[src/rtl/bin_to_xs3_serial_if.sv]
// rtl/bin_to_xs3_serial_if.sv - operand/result handshake bundle for the serial binary-to-decimal converter
interface bin_to_xs3_serial_if #(
  parameter int BIN_W  = 8,
  parameter int DIGITS = 3
) ();
  logic                  in_valid;
  logic                  in_ready;
  logic [BIN_W-1:0]      bin;
  logic                  mode;
  logic                  out_valid;
  logic                  out_ready;
  logic [4*DIGITS-1:0]   digits;
  logic                  overflow;

  modport master (
    output in_valid, bin, mode, out_ready,
    input  in_ready, out_valid, digits, overflow
  );

  modport slave (
    input  in_valid, bin, mode, out_ready,
    output in_ready, out_valid, digits, overflow
  );
endinterface

[src/rtl/bin_to_xs3_serial.sv]
// rtl/bin_to_xs3_serial.sv - one-bit-per-cycle double-dabble converter to packed BCD or excess-3
module bin_to_xs3_serial #(
  parameter int BIN_W  = 8,
  parameter int DIGITS = 3
) (
  input  logic                 clk,
  input  logic                 rst_n,
  bin_to_xs3_serial_if.slave   bus
);
  localparam int ACC_W = 4 * DIGITS;

  typedef enum logic [1:0] {IDLE, SHIFT, DONE} state_e;

  state_e             state_q, state_d;
  logic [BIN_W-1:0]   shift_q, shift_d;
  logic [ACC_W-1:0]   acc_q, acc_d;
  logic [ACC_W-1:0]   digits_q, digits_d;
  logic [5:0]         cnt_q, cnt_d;
  logic               mode_q, mode_d;
  logic               sticky_q, sticky_d;
  logic               ovf_q, ovf_d;

  logic [ACC_W-1:0]   acc_adj;
  logic [ACC_W-1:0]   acc_nxt;
  logic [ACC_W-1:0]   acc_xs3;

  always_comb begin
    state_d  = state_q;
    shift_d  = shift_q;
    acc_d    = acc_q;
    digits_d = digits_q;
    cnt_d    = cnt_q;
    mode_d   = mode_q;
    sticky_d = sticky_q;
    ovf_d    = ovf_q;

    acc_adj = acc_q;
    for (int i = 0; i < DIGITS; i++) begin
      if (acc_q[4*i +: 4] >= 4'd5) begin
        acc_adj[4*i +: 4] = acc_q[4*i +: 4] + 4'd3;
      end
    end
    acc_nxt = {acc_adj[ACC_W-2:0], shift_q[BIN_W-1]};
    // Final digits are all <= 9, so the excess-3 bias never wraps a nibble.
    acc_xs3 = acc_nxt;
    for (int i = 0; i < DIGITS; i++) begin
      acc_xs3[4*i +: 4] = acc_nxt[4*i +: 4] + 4'd3;
    end

    case (state_q)
      IDLE: begin
        if (bus.in_valid) begin
          shift_d  = bus.bin;
          mode_d   = bus.mode;
          acc_d    = '0;
          sticky_d = 1'b0;
          cnt_d    = 6'(BIN_W);
          state_d  = SHIFT;
        end
      end
      SHIFT: begin
        acc_d    = acc_nxt;
        shift_d  = {shift_q[BIN_W-2:0], 1'b0};
        // Any bit leaving the top digit means the operand needs more digits.
        sticky_d = sticky_q | acc_adj[ACC_W-1];
        cnt_d    = cnt_q - 6'd1;
        if (cnt_q == 6'd1) begin
          digits_d = mode_q ? acc_xs3 : acc_nxt;
          ovf_d    = sticky_d;
          state_d  = DONE;
        end
      end
      DONE: begin
        if (bus.out_ready) begin
          state_d = IDLE;
        end
      end
      default: state_d = IDLE;
    endcase
  end

  always_ff @(posedge clk) begin
    if (!rst_n) begin
      state_q  <= IDLE;
      shift_q  <= '0;
      acc_q    <= '0;
      digits_q <= '0;
      cnt_q    <= '0;
      mode_q   <= 1'b0;
      sticky_q <= 1'b0;
      ovf_q    <= 1'b0;
    end else begin
      state_q  <= state_d;
      shift_q  <= shift_d;
      acc_q    <= acc_d;
      digits_q <= digits_d;
      cnt_q    <= cnt_d;
      mode_q   <= mode_d;
      sticky_q <= sticky_d;
      ovf_q    <= ovf_d;
    end
  end

  assign bus.in_ready  = (state_q == IDLE) && rst_n;
  assign bus.out_valid = (state_q == DONE);
  assign bus.digits    = digits_q;
  assign bus.overflow  = ovf_q;
endmodule

[src/flat_wrapper.sv]
// flat-port wrapper written by rule: the top's interface ports become plain ports
module bin_to_xs3_serial_flat 
#(
  parameter int BIN_W  = 8,
  parameter int DIGITS = 3
)
  (clk, rst_n, bus_in_valid, bus_bin, bus_mode, bus_out_ready, bus_in_ready, bus_out_valid, bus_digits, bus_overflow);
  bin_to_xs3_serial_if #(.BIN_W(BIN_W), .DIGITS(DIGITS)) bus_i ();
  input  logic clk;
  input  logic rst_n;
  input wire logic [$bits(bus_i.in_valid)-1:0] bus_in_valid;
  input wire logic [$bits(bus_i.bin)-1:0] bus_bin;
  input wire logic [$bits(bus_i.mode)-1:0] bus_mode;
  input wire logic [$bits(bus_i.out_ready)-1:0] bus_out_ready;
  output wire logic [$bits(bus_i.in_ready)-1:0] bus_in_ready;
  output wire logic [$bits(bus_i.out_valid)-1:0] bus_out_valid;
  output wire logic [$bits(bus_i.digits)-1:0] bus_digits;
  output wire logic [$bits(bus_i.overflow)-1:0] bus_overflow;
  assign bus_i.in_valid = bus_in_valid;
  assign bus_i.bin = bus_bin;
  assign bus_i.mode = bus_mode;
  assign bus_i.out_ready = bus_out_ready;
  assign bus_in_ready = bus_i.in_ready;
  assign bus_out_valid = bus_i.out_valid;
  assign bus_digits = bus_i.digits;
  assign bus_overflow = bus_i.overflow;
  bin_to_xs3_serial #(.BIN_W(BIN_W), .DIGITS(DIGITS)) u_core (.clk(clk), .rst_n(rst_n), .bus(bus_i));
endmodule
[config.mk]
export PLATFORM = sky130hd
export DESIGN_NAME = bin_to_xs3_serial_flat
export DESIGN_NICKNAME = d
export VERILOG_FILES = /design/src/rtl/bin_to_xs3_serial_if.sv /design/src/rtl/bin_to_xs3_serial.sv /design/src/flat_wrapper.sv
export SDC_FILE = /design/constraint.sdc
export NUM_CORES = 1
export LEC_CHECK = 0
export ABC_AREA = 1
export CORE_MARGIN = 3
export CORE_UTILIZATION = 35
export DETAILED_ROUTE_END_ITERATION = 7
export PLACE_DENSITY_LB_ADDON = 0.12
export REMOVE_ABC_BUFFERS = 1
export SETUP_SLACK_MARGIN = 0.3
export SLEW_MARGIN = 20
export SYNTH_ARGS = -nofsm -noshare
export SYNTH_HDL_FRONTEND = slang
export SYNTH_SLANG_ARGS = --single-unit
[constraint.sdc]
create_clock -name clk -period 2.04 [get_ports clk]
set_input_delay 0.408 -clock clk [delete_from_list [all_inputs] [get_ports clk]]
set_output_delay 0.408 -clock clk [all_outputs]
set_load 0.05 [all_outputs]
==> impl_metrics.tcl <==
set metrics [dict create \
    status "completed" \
    ant_nets 0 \
    layout_common_cells "nand2_1, inv_1, dfxtp_1" \
    die_h_um 87.1 \
    tightest_slew_ps 584 \
    io_buffers 27 \
    dpl_cell_area_sq_um 2670 \
    area_growth_pct 29.1 \
    vias 2132 \
    cp.required_ps 2240 \
    hold_path_depth 1 \
    r2r_start "u_core.acc_q[0]$_SDFFE_PN0P_" \
    final_nets 395 \
    synth.avg_cell_area_sq_um 6.94 \
    drtPass1Iterations 4 \
    setup_tns_ps 0 \
    finClkSkew_ps 12.1 \
    maxSlewHeadroom_pct 61.0 \
    fin_crit_ps 1680 \
    synth_area_sq_um 2300 \
    ys_warn_count 0 \
    insertedDiodeCount 0 \
    rr_endpoint "u_core.bus.digits[2]$_SDFFE_PN0P_" \
    setup_violations 0 \
    synth_seq_cells 43 \
    die_area_sq_um 7590 \
    final_area_sq_um 2970 \
    cts.sink_count 43 \
    rows 28 \
    vdd_drop_max_mv 0.422 \
    whs_ps 464 \
    overflow 0 \
    layout_commonest_cell "nand2_1" \
    insertion_delay_ps 300 \
    pwr_density_cell_nw_per_um2 647 \
    numCtsBuffers 5 \
    end_kind "register" \
    worst_ep_arrival_time_ps 1870 \
    core_area_sq_um 6130 \
    drv_cap 0 \
    htree_levels 2 \
    yosysUniqueCellTypes 30 \
    wl_per_cell_um 12.2 \
    hold_viol 0 \
    place_hpwl_um 3660 \
    dr.first_iter.drc_count 78 \
    clockBufferDepth 2 \
    ys_seq_area_share_pct 37.4 \
    wl_um 5450 \
    vias_per_cell 4.77 \
    clk_pin_slew_ps 80 \
    p_leak_uw 0.00135 \
    crit_type "reg2reg" \
    fin_crit_sh_pct 82.2 \
    crit_path_max_fanout 3 \
    min_to "u_core.cnt_q[5]$_SDFFE_PN0P_" \
    hold_path_class "reg2reg" \
    drc 0 \
    ctsHoldBuffers 0 \
    slew_viol_final 0 \
    rsz0062_at_grt "false" \
    power_uw 1920 \
    root_buffer "clkbuf_8" \
    syn_inst 332 \
    drive_above_1_share_pct 19.6 \
    worstRegToRegCells 13 \
    die_w_um 87.1 \
    initial_core_util_pct 37.6 \
    gr-usage-all-layers_pct 14.9 \
    antenna_found_initial 0 \
    grt_pass1_wl_um 8970 \
    globalplace.congestion 0.862 \
    crit_path_start_kind "register" \
    cts_tree "built" \
    grt_max_degree 34 \
    hp-start "u_core.cnt_q[5]$_SDFFE_PN0P_" \
    fmax_mhz 596 \
    rrSetupSlack_ps 360 \
    grt_pass1_vias 1994 \
    ios 28 \
]
[cell families (layout without fill, tap and decap cells)]
logic type | count (synthesis) | count (layout) | synth area share (%)
flops | 43 | 43 | 37.4
compound gates | 59 | 59 | 14.5
fa+ha+maj | 11 | 11 | 5.97
simple gates | 157 | 157 | 30.3
buf+inv | 59 | 99 | 10.8
xor+xnor | 3 | 3 | 1.14
[worst max-delay path by stage]
stage / start / end / slack (ps) / depth (start not counted)
2_1_floorplan: rst_n / bus_in_ready / -100 / 2
3_3_place_gp: rst_n / bus_in_ready / 210 / 4
3_5_place_dp: u_core.acc_q[1]$_SDFFE_PN0P_ / u_core.bus.digits[2]$_SDFFE_PN0P_ / 190 / 14
4_1_cts: u_core.acc_q[0]$_SDFFE_PN0P_ / u_core.bus.digits[2]$_SDFFE_PN0P_ / 300 / 14
5_1_grt: u_core.acc_q[0]$_SDFFE_PN0P_ / u_core.bus.digits[2]$_SDFFE_PN0P_ / 250 / 14
6_report: u_core.acc_q[0]$_SDFFE_PN0P_ / u_core.bus.digits[2]$_SDFFE_PN0P_ / 360 / 13
[stage by stage]
stage          setup WS, ps  instances  util (%)
2_1_floorplan         -99.7        321         -
3_3_place_gp            208        430      43.6
3_5_place_dp            190        430      43.6
4_1_cts                 303        441      46.0
5_1_grt                 247        447      48.5
6_report                363        447      48.5
[routing by layer]
layer	up-vias	wire (um)	track usage [%]
met5	-	0	0
met2	34	2580	25.3
met4	0	49	4.60
li1	1140	-	-
met1	954	2650	19.0
met3	4	163	2.74
[state kept, by name (all words and copies together) (netlist names)]
| signal | cells |
|---|---|
| u_core.cnt_q | 6 |
| u_core.state_q | 2 |
| u_core.shift_q | 8 |
| u_core.sticky_q | 1 |
| u_core.bus.digits | 12 |
| u_core.bus.overflow | 1 |
| u_core.acc_q | 12 |
| u_core.mode_q | 1 |
[worst max-delay path: stages (launching register included)]
cell,delay (ps)
dfxtp_2,330
buf_4,140
ha_4,150
nand2_2,90
nand3_4,110
nand2_2,100
nand2_2,70
inv_2,70
ha_4,120
nor2_1,40
o211ai_1,110
nand3_1,100
o211ai_1,90
inv_1,50
[Yosys cell counts, drive strengths merged]
master | instances | share of area, %
nand4 | 7 | 1.9
a311oi | 1 | 0.65
clkbuf | 4 | 0.65
a21oi | 25 | 5.4
clkinv | 1 | 0.16
nand2 | 97 | 16
a211oi | 1 | 0.33
xnor2 | 2 | 0.76
a31oi | 9 | 2.4
dfxtp | 43 | 37
o21ai | 18 | 4.1
nor2 | 32 | 6.5
buf | 7 | 2.3
inv | 47 | 7.7
o22ai | 1 | 0.27
xor2 | 1 | 0.38
ha | 11 | 6.0
or2 | 1 | 0.27
o211ai | 4 | 1.3
nor3 | 1 | 0.22
nand3 | 19 | 5.3
[power by group]
group / switching [uW] / total, uW / internal [uW]
sequential: 25.7 / 902 / 876
combinational: 204 / 324 / 120
clock: 300 / 696 / 397
[area by class of cell]
type                    instances  area, sq um
fillers                       624         3160
multi-input cells             230         1300
flip-flops and latches         43          872
repair buffers                 43          405
inverters                      48          184
well taps                      75         93.8
clock buffers                   6         82.6
clock inverters                 2         35.0
[what timing repair did]
| item | in CTS | in global routing |
|---|---|---|
| pin swaps | 2 | 17 |
| buffers inserted | 3 | 6 |
| hold endpoints to repair | 0 | 0 |
| setup endpoints to repair | 19 | 10 |
| resized for setup | 21 | 34 |
Note: power is estimated with default switching activity, not from simulation.
